<file path="config.mk">
export PLATFORM = sky130hd
export DESIGN_NAME = eei_arbiter
export DESIGN_NICKNAME = d
export VERILOG_FILES = /design/src/rtl/eei_arbiter.sv
export SDC_FILE = /design/constraint.sdc
export NUM_CORES = 1
export LEC_CHECK = 0
export CAP_MARGIN = 20
export CELL_PAD_IN_SITES_DETAIL_PLACEMENT = 1
export CELL_PAD_IN_SITES_GLOBAL_PLACEMENT = 1
export CORE_ASPECT_RATIO = 1.1
export CORE_MARGIN = 3
export CORE_UTILIZATION = 24
export CTS_CLUSTER_DIAMETER = 40
export DETAILED_ROUTE_END_ITERATION = 16
export HOLD_SLACK_MARGIN = 0.15
export PLACE_DENSITY_LB_ADDON = 0.1
export SLEW_MARGIN = 5
export SYNTH_ARGS = -nofsm -noshare
export SYNTH_HDL_FRONTEND = slang
export SYNTH_SLANG_ARGS = --single-unit
export TNS_END_PERCENT = 1
</file>
<file path="constraint.sdc">
create_clock -name clk_i -period 3.4 [get_ports clk_i]
set_input_delay 0.68 -clock clk_i [delete_from_list [all_inputs] [get_ports clk_i]]
set_output_delay 0.68 -clock clk_i [all_outputs]
set_load 0.01 [all_outputs]
</file>
<file path="src/rtl/eei_arbiter.sv">
// eei_arbiter: shares one EEI custom execution unit between NUM_REQ requesters.
// Round-robin arbitration with a single outstanding transaction. The winner's
// opcode and operands are latched and held on the EEI port until the downstream
// unit acknowledges, and the result goes back to the winner as a one-cycle ack pulse.
// Optional feature: define EEI_ARB_TIMEOUT_EN to complete a transaction with an
// error after TIMEOUT cycles without a downstream ack. Without it, BUSY waits forever.
module eei_arbiter #(
   parameter int NUM_REQ = 2,
   parameter int TIMEOUT = 15
) (
   input  logic                       clk_i,
   input  logic                       rst_i,
   input  logic [NUM_REQ-1:0]         rq_req_i,
   input  logic [NUM_REQ-1:0]         rq_ext_i,
   input  logic [3*NUM_REQ-1:0]       rq_funct3_i,
   input  logic [7*NUM_REQ-1:0]       rq_funct7_i,
   input  logic [32*NUM_REQ-1:0]      rq_rs1_i,
   input  logic [32*NUM_REQ-1:0]      rq_rs2_i,
   output logic [NUM_REQ-1:0]         rq_ack_o,
   output logic                       rq_error_o,
   output logic [31:0]                rq_rd_val_o,
   output logic                       eei_req_o,
   output logic                       eei_ext_o,
   output logic [2:0]                 eei_funct3_o,
   output logic [6:0]                 eei_funct7_o,
   output logic [31:0]                eei_rs1_o,
   output logic [31:0]                eei_rs2_o,
   input  logic                       eei_ack_i,
   input  logic                       eei_error_i,
   input  logic [31:0]                eei_rd_val_i,
   output logic                       busy_o,
   output logic [$clog2(NUM_REQ)-1:0] grant_o
);

   localparam int GW = $clog2(NUM_REQ);

   // Reject configurations outside the supported range at elaboration time.
   if (NUM_REQ < 2 || NUM_REQ > 8 || TIMEOUT < 1 || TIMEOUT > 255) begin : g_paramCheck
      $error("eei_arbiter: NUM_REQ must be 2..8 and TIMEOUT 1..255");
   end

   typedef enum logic [1:0] {
      IDLE = 2'd0,
      BUSY = 2'd1,
      RESP = 2'd2
   } state_t;

   state_t              r_state;
   logic [GW-1:0]       r_rrPtr;
   logic [GW-1:0]       r_grant;
   logic                r_eeiReq;
   logic                r_eeiExt;
   logic [2:0]          r_eeiFunct3;
   logic [6:0]          r_eeiFunct7;
   logic [31:0]         r_eeiRs1;
   logic [31:0]         r_eeiRs2;
   logic [NUM_REQ-1:0]  r_rqAck;
   logic                r_rqError;
   logic [31:0]         r_rqRdVal;
`ifdef EEI_ARB_TIMEOUT_EN
   logic [7:0]          r_toCnt;
`endif

   logic                w_anyReq;
   logic [GW-1:0]       w_winIdx;
   logic [GW:0]         w_cand;
   logic                w_selExt;
   logic [2:0]          w_selFunct3;
   logic [6:0]          w_selFunct7;
   logic [31:0]         w_selRs1;
   logic [31:0]         w_selRs2;
   logic [NUM_REQ-1:0]  w_grantOneHot;
   logic [GW-1:0]       w_nextPtr;

   // Round-robin search: first requesting index at or above the pointer, wrapping past NUM_REQ-1.
   always_comb begin
      w_anyReq = 1'b0;
      w_winIdx = '0;
      w_cand   = '0;
      for (int i = 0; i < NUM_REQ; i++) begin
         w_cand = {1'b0, r_rrPtr} + (GW+1)'(i);
         if (w_cand >= (GW+1)'(NUM_REQ)) begin
            w_cand = w_cand - (GW+1)'(NUM_REQ);
         end
         if (!w_anyReq && rq_req_i[w_cand[GW-1:0]]) begin
            w_anyReq = 1'b1;
            w_winIdx = w_cand[GW-1:0];
         end
      end
   end

   // Pull the winning requester's opcode and operands out of the packed input buses.
   always_comb begin
      w_selExt    = 1'b0;
      w_selFunct3 = '0;
      w_selFunct7 = '0;
      w_selRs1    = '0;
      w_selRs2    = '0;
      for (int k = 0; k < NUM_REQ; k++) begin
         if (w_winIdx == GW'(k)) begin
            w_selExt    = rq_ext_i[k];
            w_selFunct3 = rq_funct3_i[3*k +: 3];
            w_selFunct7 = rq_funct7_i[7*k +: 7];
            w_selRs1    = rq_rs1_i[32*k +: 32];
            w_selRs2    = rq_rs2_i[32*k +: 32];
         end
      end
   end

   // Decode the held grant into the ack vector and the pointer that follows it.
   always_comb begin
      w_grantOneHot = '0;
      for (int k = 0; k < NUM_REQ; k++) begin
         w_grantOneHot[k] = (r_grant == GW'(k));
      end
      if (r_grant == GW'(NUM_REQ-1)) begin
         w_nextPtr = '0;
      end else begin
         w_nextPtr = r_grant + 1'b1;
      end
   end

   // Arbitration FSM; every output is a register updated here.
   always_ff @(posedge clk_i or posedge rst_i) begin
      if (rst_i) begin
         r_state     <= IDLE;
         r_rrPtr     <= '0;
         r_grant     <= '0;
         r_eeiReq    <= 1'b0;
         r_eeiExt    <= 1'b0;
         r_eeiFunct3 <= '0;
         r_eeiFunct7 <= '0;
         r_eeiRs1    <= '0;
         r_eeiRs2    <= '0;
         r_rqAck     <= '0;
         r_rqError   <= 1'b0;
         r_rqRdVal   <= '0;
`ifdef EEI_ARB_TIMEOUT_EN
         r_toCnt     <= '0;
`endif
      end else begin
         case (r_state)
            IDLE: begin
               r_rqAck   <= '0;
               r_rqError <= 1'b0;
               r_rqRdVal <= '0;
               if (w_anyReq) begin
                  r_grant     <= w_winIdx;
                  r_eeiExt    <= w_selExt;
                  r_eeiFunct3 <= w_selFunct3;
                  r_eeiFunct7 <= w_selFunct7;
                  r_eeiRs1    <= w_selRs1;
                  r_eeiRs2    <= w_selRs2;
                  r_eeiReq    <= 1'b1;
`ifdef EEI_ARB_TIMEOUT_EN
                  r_toCnt     <= '0;
`endif
                  r_state     <= BUSY;
               end
            end
            BUSY: begin
               if (eei_ack_i) begin
                  r_eeiReq  <= 1'b0;
                  r_rqAck   <= w_grantOneHot;
                  r_rqError <= eei_error_i;
                  r_rqRdVal <= eei_rd_val_i;
                  r_state   <= RESP;
               end
`ifdef EEI_ARB_TIMEOUT_EN
               else if (r_toCnt == 8'(TIMEOUT-1)) begin
                  r_eeiReq  <= 1'b0;
                  r_rqAck   <= w_grantOneHot;
                  r_rqError <= 1'b1;
                  r_rqRdVal <= '0;
                  r_state   <= RESP;
               end else begin
                  r_toCnt <= r_toCnt + 8'd1;
               end
`endif
            end
            RESP: begin
               r_rqAck   <= '0;
               r_rqError <= 1'b0;
               r_rqRdVal <= '0;
               r_rrPtr   <= w_nextPtr;
               r_state   <= IDLE;
            end
            default: begin
               r_state <= IDLE;
            end
         endcase
      end
   end

   assign rq_ack_o     = r_rqAck;
   assign rq_error_o   = r_rqError;
   assign rq_rd_val_o  = r_rqRdVal;
   assign eei_req_o    = r_eeiReq;
   assign eei_ext_o    = r_eeiExt;
   assign eei_funct3_o = r_eeiFunct3;
   assign eei_funct7_o = r_eeiFunct7;
   assign eei_rs1_o    = r_eeiRs1;
   assign eei_rs2_o    = r_eeiRs2;
   assign busy_o       = (r_state != IDLE);
   assign grant_o      = r_grant;

endmodule

</file>
* After elaboration in Yosys (flattened, before gate mapping)
Index checks and enable logic that the tools add are counted.
Widths: inputs -> output; s select.
** Word-level totals
- Register bits :: 115
- Bits of input ports :: 188
- Output and inout port bits :: 113
** Cells by class
- Add/sub/neg operators :: 4
- Magnitude comparators :: 4
- Equality and inequality tests :: 4
- Muxes and demuxes :: 28
- Bitwise operators :: 1
- Reduce and logical (&&, ||, !) cells :: 11
** Operator list (number)
- $mux 32 :: 3
- $pmux 32 s2 :: 1
- $mux 1 :: 15
- $pmux 2 s2 :: 2
- $mux 7 :: 1
- $mux 2 :: 3
- $reduce_and 2->1 :: 3
- $reduce_bool 2->1 :: 3
- $lt 1x2->1 const B :: 2
- $ne 2x2->1 const B :: 2
- $pmux 1 s2 :: 2
- $mux 3 :: 1
- $reduce_and 3->1 :: 1
- $add 1x1->2 const B :: 1
- $eq 2x1->1 const B :: 1
- $eq 2x2->1 const B :: 1
- $ge 1x2->1 const B :: 1
- $ge 2x2->1 const B :: 1
- $logic_not 2->1 :: 1
- $reduce_or 2->1 :: 1
- $sub 1x1->1 const B :: 2
- $add 1x1->1 const B :: 1
- $logic_and 1x1->1 :: 1
- $logic_not 1->1 :: 1
- $not 1->1 :: 1

* Logic depth before layout (Yosys ltp)
Gate-level depths: netlist of run 1.
- Depth after elaboration :: 10
- Gate-level depth with buffers :: 6

* Worst setup path before layout of run 1
OpenSTA, ideal clock, no wires.
- Path kind :: input to register
- Start point :: in rq_req_i[0]
- End point :: reg r_eeiRs1[0], in the netlist eei_rs1_o[0]
- Setup time :: 82 ps
- Arrival :: 1556 ps
- Data required time :: 3318 ps
- Slack :: 1762 ps
- Stages :: 6
- Buffers on the path :: 3
- Cell sequence :: or2_1 clkbuf_1 and2_1 buf_6 buf_6 a31oi_1
** Between the ends
- Cells in the longest elaborated chain, start to end :: 7
- Elaborated cells between the ends (all ways) :: 12
- Classes of those cells :: 9 x mux; 3 x reduce/logical
** RTL lines
- start, declared :: line 13 : input logic [NUM_REQ-1:0] rq_req_i,
- $mux 1 (not written as such) (2 in series) :: line 85 : if (!w_anyReq && rq_req_i[w_cand[GW-1:0]]) begin
- $mux 1 :: line 85
- $logic_not 1->1 :: line 85
- $logic_and 1x1->1 :: line 85
- $mux 1 :: line 85
- $mux 32 or $reduce_and 2->1 (tied branches)
- end signal, assigned :: line 152 : r_eeiRs1 <= w_selRs1;
- end, declared :: line 55 : logic [31:0] r_eeiRs1;
Parallel ways exist; a longest one is shown, timed or not. The select of a mux whose other input is x is not followed.
A chain may end at the register's enable or synchronous reset.

* Final worst setup path of run 1
- Start point :: in rq_req_i[0]
- End point :: reg r_eeiRs1[10], in the netlist eei_rs1_o[10]
The elaborated chain is that of the path after synthesis.

==> results of run 1 <==
==> registers in the layout, indices dropped and copies added (netlist names) <==
signal and cells:
eei_rs1_o 32, eei_rs2_o 32, rq_rd_val_o 32, eei_funct7_o 7, eei_funct3_o 3, r_state 2
rq_ack_o 2, eei_ext_o 1, eei_req_o 1, grant_o 1, r_rrPtr 1, rq_error_o 1
==> Yosys cell counts, drive strengths merged <==
| master | count | area [µm²] |
|---|---|---|
| a31oi | 75 | 469.2 |
| nor3 | 1 | 5.000 |
| o21ai | 78 | 390.4 |
| or2 | 1 | 6.260 |
| and2b | 1 | 7.510 |
| nand2b | 3 | 18.77 |
| buf | 25 | 157.7 |
| dfrtp | 115 | 2878 |
| nand2 | 72 | 270.3 |
| clkinv | 1 | 3.750 |
| clkbuf | 43 | 161.4 |
| inv | 3 | 11.26 |
| nand3b | 1 | 7.510 |
| a21oi | 75 | 375.4 |
| nor2 | 1 | 6.260 |
| a21o | 1 | 7.510 |
| nand3 | 110 | 550.5 |
| and2 | 1 | 6.260 |
==> critical path: cells and delay by family <==
| family | cells | cell delay, ns |
|---|---|---|
| buf+inv | 2 | 0.99 |
| simple gates | 2 | 0.88 |
| compound gates | 1 | 0.14 |
==> power by group <==
group | switching, mW | leakage [nW] | internal, mW
logic | 1.75 | 1.98 | 1.69
registers | 0.392 | 1.37 | 1.99
clock network | 0.629 | 0.298 | 1.20
==> per-layer routing <==
layer / vias to the layer above / part of all wire [%]
li1: 2719 / -
met2: 233 / 49
met5: - / 0.085
met3: 48 / 6.6
met1: 2882 / 41
met4: 2 / 3.0
==> cell families after synthesis <==
| group | after synthesis | share of synthesized area [%] |
|---|---|---|
| flops | 115 | 53.97 |
| compound gates | 229 | 23.30 |
| simple gates | 191 | 16.47 |
| buf+inv | 72 | 6.264 |
==> how the worst max path moves through the flow <==
stage          depth (start not counted)   startpoint  slack, ns             to
2_1_floorplan                          1        rst_i       1.32      eei_ext_o
3_3_place_gp                           5  rq_req_i[0]       0.53   eei_rs1_o[9]
3_5_place_dp                           5  rq_req_i[0]       0.48  eei_rs1_o[12]
4_1_cts                                5  rq_req_i[0]       0.94  eei_rs1_o[14]
5_1_grt                                5  rq_req_i[0]       0.80  eei_rs1_o[17]
6_report                               5  rq_req_i[0]       0.97  eei_rs1_o[10]
==> area by class of cell <==
| cell class | instances | share of cell area [%] |
|---|---|---|
| Tap cell | 290 | 3.985 |
| Sequential cell | 115 | 31.61 |
| Timing Repair Buffer | 312 | 34.19 |
| Clock buffer | 21 | 5.167 |
| Inverter | 4 | 0.2061 |
| Clock inverter | 10 | 1.443 |
| Multi-Input combinational cell | 420 | 23.40 |
==> metrics by stage <==
step                hold slack (ns)  total power [mW]
floorplan                    0.4543             3.914
global placement             0.4677             5.800
detailed placement           0.4733             5.883
CTS                          0.4851             7.770
global route                 0.5214             8.157
finish                       0.4765             7.656
==> cells in the final DEF (no fill, tap or decap), drive strengths merged <==
cell type	netlist	routed
a31oi	75	75
nand3b	1	1
nand2b	3	3
o21ai	78	78
a21oi	75	75
clkbuf	43	21
nor2	1	1
nand3	110	110
and2	1	1
bufinv	0	3
a21o	1	1
and2b	1	1
clkinv	1	7
clkinvlp	0	2
buf	25	13
nor3	1	1
clkdlybuf4s50	0	299
or2	1	1
dfrtp	115	115
inv	3	2
nand2	72	72
==> results_dict.tcl, run 1 <==
set metrics [dict create \
    cp.arrival_ns 2.70 \
    io_buffers 300 \
    syn-cell-area_um2 5333 \
    tightest_slew_ns 0.9704 \
    finalWorstSetupSlack_ns 0.9660 \
    synth_cell_type_count 23 \
    gr-usage-met2_pct 32.36 \
    vias 5884 \
    dp_slack_ns 0.4832 \
    r2r-start "r_state[0]" \
    worst-r2r-setup-slack_ns 1.23 \
    antenna_found_initial 1 \
    end_kind "flop" \
    seqCellArea_um2 2878 \
    cpMaxStageDelayCell "and2_2" \
    nFillCells 2529 \
    ctsHoldBuffers 0 \
    grt.total_usage_pct 19.23 \
    status "completed" \
    io_pins 301 \
    worstPathCellList "clkdlybuf4s50_1 > or2_2 > and2_2 > buf_4 > a31oi_1" \
    die_w_um 148.1 \
    cp_max_fo 45 \
    wl_um 23500 \
    power.leakage_nw 3.641 \
    hpwl_um 16160 \
    fin_cells 1172 \
    cpPeakStageDelay_ns 0.74 \
    cts_tree "built" \
    gp_congestion 0.7944 \
    ir_worst_vdd_mv 0.2997 \
    htree_num_levels 4 \
    placed_cells 1141 \
    num_rows 56 \
    final_layout_size_suffix_gt1_share_pct 5.669 \
    clockBufferDepth 2 \
    min_to "eei_req_o" \
    top_usage_layer "met2" \
    diodes 0 \
    finalCritPeriodShare_pct 71.59 \
    routedWlPerCell_um 20.05 \
    worstHoldPathCells 2 \
    multiInputGateArea_um2 2131 \
    setup_tns_ns 0 \
    postRouteAntennaNets 0 \
    yosysWarnings 0 \
    grt_pass1_vias 6487 \
    cts_sinks 115 \
    maxCapViolCount 0 \
    syn-num-nets 795 \
    ctsResizeCount 0 \
    netlist_instances 607 \
    core_um2 21580 \
    r2r_end "eei_rs1_o[10]" \
    hp-start "eei_req_o" \
    grt_pass1_wl_um 36540 \
    hp-class "flop to flop" \
    dr.pass1.iters 4 \
    gr-total-overflow 0 \
    postPlaceCellArea_um2 8503 \
    grtUsageMet3_pct 5.594 \
    rsz0062_at_grt "no" \
    fmax_mhz 410.9 \
    critPathLaunchType "input port" \
    syn_avg_cell_area_um2 8.785 \
    setup_violations 0 \
    required_ns 3.67 \
    slew_headroom_pct 34.91 \
    ys_ff_latch 115 \
    fin_area_um2 9105 \
    routed_via_density 5.020 \
    die_y_um 162.3 \
    yosysSeqAreaShare_pct 53.97 \
    nNetsFinal 1058 \
    cts_root_buf "clkbuf_16" \
    final.setup_skew_ns 0.008639 \
    fin_crit_ns 2.434 \
    grtUsageMet1_pct 22.99 \
    clk_latency_ns 0.41 \
    path_class "input port to flop" \
    power_density_nw_per_um2 840.9 \
    slew_violations 0 \
    r2r_cells 4 \
    dieArea_um2 24050 \
    grt_start_max_net_pins 116 \
    area_growth_syn_to_layout_pct 70.74 \
    path_clk_slew_ns 0.05 \
    first_iter_violations 265 \
    cts_buffers 17 \
    drc_errors 0 \
    post_cts_buffers 0 \
    final_hold_viol_count 0 \
    final_util_pct 42.19 \
    initial_core_util_pct 24.71 \
]
Power figures use the tool's default switching activity.
==> run 2: changes to the inputs <==
- CORE_UTILIZATION: 24 -> 27
- clock period: 3.4 -> 2.4 ns (I/O delays scaled with it)
==> run 2 against run 1 <==
  * Count of clock-buffer cells in the layout up 1
  * First-iteration DRC count shrank 8.3%
  * Global-route usage increased by 1.9 points
  * Clock skew increased by 0.00076 ns
  * Final cell count is 3.0% lower
  * Largest cell class unchanged
==> results_dict.tcl, run 2 (synthesized netlist as in run 1, its figures left out) <==
set metrics [dict create \
    ctsHoldBuffers 0 \
    setup_tns_ns 0 \
    slew_headroom_pct 57.97 \
    core_um2 19230 \
    slew_violations 0 \
    cpPeakStageDelay_ns 0.52 \
    grt_pass1_vias 6334 \
    placed_cells 1104 \
    post_cts_buffers 0 \
    ir_worst_vdd_mv 0.5688 \
    maxCapViolCount 0 \
    final.setup_skew_ns 0.009401 \
    path_depth 3 \
    path_clk_slew_ns 0.05 \
    finalWorstSetupSlack_ns 0.3618 \
    clockBufferDepth 2 \
    ctsResizeCount 0 \
    dieArea_um2 21470 \
    clk_latency_ns 0.41 \
    final_layout_size_suffix_gt1_share_pct 6.299 \
    crit_family "buffers and inverters" \
    grt_start_max_net_pins 116 \
    drc_errors 0 \
    routedWlPerCell_um 20.07 \
    dp_slack_ns 0.2385 \
    cts_buffers 17 \
    layout_common_cells "clkdlybuf4s50_1, dfrtp_1, nand3_1" \
    die_w_um 140.0 \
    cp.arrival_ns 1.56 \
    dr.pass1.iters 4 \
    final_common_cell "clkdlybuf4s50_1" \
    htree_num_levels 4 \
    io_pins 301 \
    nNetsFinal 1064 \
    grt.total_usage_pct 21.14 \
    cts_root_buf "clkbuf_16" \
    worst-r2r-setup-slack_ns 0.83 \
    grt_pass1_wl_um 36180 \
    finalCritPeriodShare_pct 84.93 \
    fin_crit_ns 2.038 \
    end_kind "output pin" \
    setup_violations 0 \
    io_buffers 300 \
    cpMaxStageDelayCell "clkdlybuf4s50_1" \
    crit_buf_inv 2 \
    rsz0062_at_grt "no" \
    power.leakage_nw 3.675 \
    fin_cells 1137 \
    cts_tree "built" \
    power_density_nw_per_um2 1183 \
    cts_sinks 115 \
    hp-class "flop to flop" \
    gr-total-overflow 0 \
    tightest_slew_ns 0.6304 \
    hpwl_um 16090 \
    routed_via_density 5.150 \
    status "completed" \
    num_rows 53 \
    final_hold_viol_count 0 \
    postRouteAntennaNets 0 \
    critPathCapture "busy_o" \
    path_class "flop to output pin" \
    fmax_mhz 490.6 \
    cp_max_fo 4 \
    hp-start "eei_req_o" \
    initial_core_util_pct 27.73 \
    r2r-start "r_state[1]" \
    gp_congestion 0.7807 \
    die_y_um 153.4 \
    worstPathCellList "nor2_4 > inv_1 > clkdlybuf4s50_1" \
    required_ns 1.92 \
    critPathLaunchType "flop" \
    area_growth_syn_to_layout_pct 70.93 \
    first_iter_violations 243 \
    r2r_end "grant_o" \
    critPathLaunch "r_state[1]" \
    antenna_found_initial 1 \
    wl_um 22830 \
    r2r_cells 4 \
    vias 5856 \
]
-- run 2: how the worst min path moves through the flow --
stage,endpoint,slack [ns],cells past startpoint
floorplan,r_rrPtr,0.45,2
global placement,eei_req_o,0.48,2
detailed placement,eei_req_o,0.48,2
CTS,eei_req_o,0.50,2
global route,eei_req_o,0.53,2
finish,eei_req_o,0.50,2
-- run 2: per-layer routing --
| metal | vias up | share of wire (%) | wire (µm) | global-route usage, % |
|---|---|---|---|---|
| met5 | - | 0 | 0 | 0 |
| met4 | 0 | 1.3 | 298 | 5.768 |
| met3 | 19 | 6.3 | 1434 | 6.227 |
| met2 | 224 | 52 | 11850 | 36.86 |
| met1 | 2880 | 40 | 9242 | 25.42 |
| li1 | 2733 | - | - | - |
-- run 2: report_power, final --
part / total [mW] / switching [mW] / internal [mW] / leakage [nW]
registers: 3.36 / 0.534 / 2.82 / 1.37
logic: 4.95 / 2.50 / 2.45 / 2.02
clock network: 2.48 / 0.880 / 1.60 / 0.289
-- run 2: worst min-delay path, delay by kind of cell, from the launching register on --
kind	cells	cell delay [ns]
DFF	1	0.34
and+or+nand+nor	2	0.12
-- run 2: cell type report --
cell class | count | area, µm²
Fill cell | 2163 | 10120
Tap cell | 247 | 309.0
Clock inverter | 10 | 106.4
Inverter | 4 | 18.77
Antenna cell | 1 | 2.502
Sequential cell | 115 | 2878
Multi-Input combinational cell | 420 | 2131
Timing Repair Buffer | 318 | 3196
Clock buffer | 22 | 474.2
-- run 2: through the flow --
stage               utilization (%)  hold WS, ns  instance area, µm²  power [mW]
global route                  47.40       0.5328                9115       11.49
CTS                           47.38       0.4970                9112       10.93
floorplan                         -       0.4543                5336       5.544
finish                        47.40       0.4981                9115       10.79
global placement              44.37       0.4756                8532       8.234
detailed placement            44.37       0.4842                8532       8.384
==> run 3: changes to the inputs <==
- clock period: 2.4 -> 2 ns (I/O delays scaled with it)
==> run 3 against run 2 <==
  * Sequential cell count unchanged
  * Clock skew fell by 0.0025 ns
  * Largest cell class unchanged
  * Critical path type unchanged
  * Power increased by 23%
  * Hold slack got worse by 0.14 ns
  * First-iteration DRC count is 19% higher
  * Worst setup slack worse by 0.27 ns
  * Via count up 1.7%
  * Final area is 1.2% higher
  * Core utilization grew 0.55 points
  * Sequential share of layout area down 0.36 points
==> results_dict.tcl, run 3 (synthesized netlist as in run 1, its figures left out) <==
set metrics [dict create \
    die_y_um 153.4 \
    power.leakage_nw 3.713 \
    final_common_cell "clkdlybuf4s50_1" \
    diodes 0 \
    cp_max_fo 4 \
    fmax_mhz 524.4 \
    seqPwrFrac_pct 30.3 \
    grt_pass1_wl_um 36160 \
    grt_start_max_net_pins 77 \
    htree_num_levels 4 \
    finalCritPeriodShare_pct 95.34 \
    post_cts_buffers 0 \
    power.share.clock_pct 24.3 \
    vias 5958 \
    critPathLaunch "r_state[1]" \
    postRouteAntennaNets 0 \
    path_class "flop to output pin" \
    cts_sinks 115 \
    p_comb_share_pct 45.5 \
    placed_cells 1105 \
    path_clk_slew_ns 0.05 \
    first_iter_violations 288 \
    hpwl_um 15930 \
    final_layout_size_suffix_gt1_share_pct 6.292 \
    io_pins 301 \
    r2r_end "eei_rs1_o[13]" \
    hp-class "input port to flop" \
    status "completed" \
    routed_via_density 5.240 \
    fin_crit_ns 1.907 \
    worst-r2r-setup-slack_ns 0.39 \
    initial_core_util_pct 27.73 \
    critPathLaunchType "flop" \
    cts_tree "built" \
    ctsHoldBuffers 0 \
    p_int_mw 8.546 \
    final_hold_viol_count 0 \
    critPathCapture "busy_o" \
    cts_root_buf "clkbuf_16" \
    ctsResizeCount 0 \
    dieArea_um2 21470 \
    tightest_slew_ns 0.5744 \
    dp_slack_ns 0.09065 \
    core_um2 19230 \
    num_rows 53 \
    end_kind "output pin" \
    dr.pass1.iters 4 \
    setup_violations 0 \
    layout_common_cells "clkdlybuf4s50_1, dfrtp_1, nand3_1" \
    holdWs_ns 0.3591 \
    cp.arrival_ns 1.51 \
    nNetsFinal 1065 \
    ir_worst_vdd_mv 0.6370 \
    io_buffers 300 \
    gp_congestion 0.7811 \
    slew_headroom_pct 61.71 \
    routedWlPerCell_um 20.19 \
    rsz0062_at_grt "no" \
    swShare_pct 35.80 \
    area_growth_syn_to_layout_pct 72.92 \
    drc_errors 0 \
    cts_buffers 17 \
    antenna_found_initial 0 \
    fin_cells 1137 \
    gr-total-overflow 0 \
    final.setup_skew_ns 0.006856 \
    grt.total_usage_pct 20.99 \
    netSwitchingPower_mw 4.765 \
    finalWorstSetupSlack_ns 0.09311 \
    power_density_nw_per_um2 1444 \
    required_ns 1.60 \
    clk_latency_ns 0.41 \
    clockBufferDepth 2 \
    wl_um 22960 \
    nFillCells 2140 \
    die_w_um 140.0 \
    grt_pass1_vias 6385 \
    r2r_cells 5 \
    r2r-start "r_state[1]" \
    slew_violations 0 \
    maxCapViolCount 0 \
]
run 3: cell types whose count changed in the layout (fill, tap and decap cells not counted):
cell,change
bufinv_16,+2
clkinvlp_4,+1
clkbuf_1,+1
diode_2,-1
clkinv_4,-1
clkinv_2,-2
buf_12,+5
buf_4,-4
clkbuf_8,-1
run 3: area by class of cell:
cell class	instances	area (µm²)	area share, %
inverters	4	18.77	0.2035
repair buffers	319	3266	35.41
multi-input cells	420	2131	23.11
well taps	247	309.0	3.351
clock buffers	22	464.2	5.034
flip-flops and latches	115	2878	31.21
clock inverters	10	155.1	1.682
run 3: stage by stage:
step                      power (mW)  utilization, %  area, µm²  TNS [ns]
after floorplan                6.653               -       5336         0
after global placement         9.973           44.63       8582  -0.01505
after detailed placement       10.16           44.73       8602         0
after CTS                      13.46           47.95       9221         0
after global routing           14.10           47.95       9221         0
final                          13.31           47.95       9221         0
run 3: worst min path at each step:
| stage | depth (start not counted) | start | endpoint |
|---|---|---|---|
| after floorplan | 2 | r_rrPtr | r_rrPtr |
| after global placement | 2 | eei_req_o | eei_req_o |
| after detailed placement | 2 | eei_req_o | eei_req_o |
| after CTS | 3 | rq_req_i[1] | eei_rs1_o[31] |
| after global routing | 3 | rq_req_i[1] | eei_funct3_o[2] |
| final | 3 | rq_req_i[1] | eei_funct3_o[2] |
run 3: worst max-delay path, stage by stage (launching register included):
cell and delay [ns]:
dfrtp_1 0.42, nor2_4 0.05, inv_1 0.06, clkdlybuf4s50_1 0.55
run 3: power by group through the flow:
| stage | sequential (mW) | clock, mW | combinational (mW) |
|---|---|---|---|
| 2_1_floorplan | 4.43 | 0 | 2.23 |
| 3_3_place_gp | 3.99 | 0 | 5.98 |
| 3_5_place_dp | 4.05 | 0 | 6.12 |
| 4_1_cts | 4.04 | 3.28 | 6.14 |
| 5_1_grt | 4.16 | 3.40 | 6.54 |
| 6_report | 4.03 | 3.23 | 6.05 |
run 3: metal layers:
layer / wire length [µm] / global-route usage [%] / share of wire, % / up-vias
li1: - / - / - / 2730
met1: 9379 / 25.98 / 41 / 2942
met4: 608 / 7.799 / 2.6 / 0
met3: 1608 / 6.414 / 7.0 / 39
met5: 0 / 0 / 0 / -
met2: 11360 / 34.54 / 49 / 247
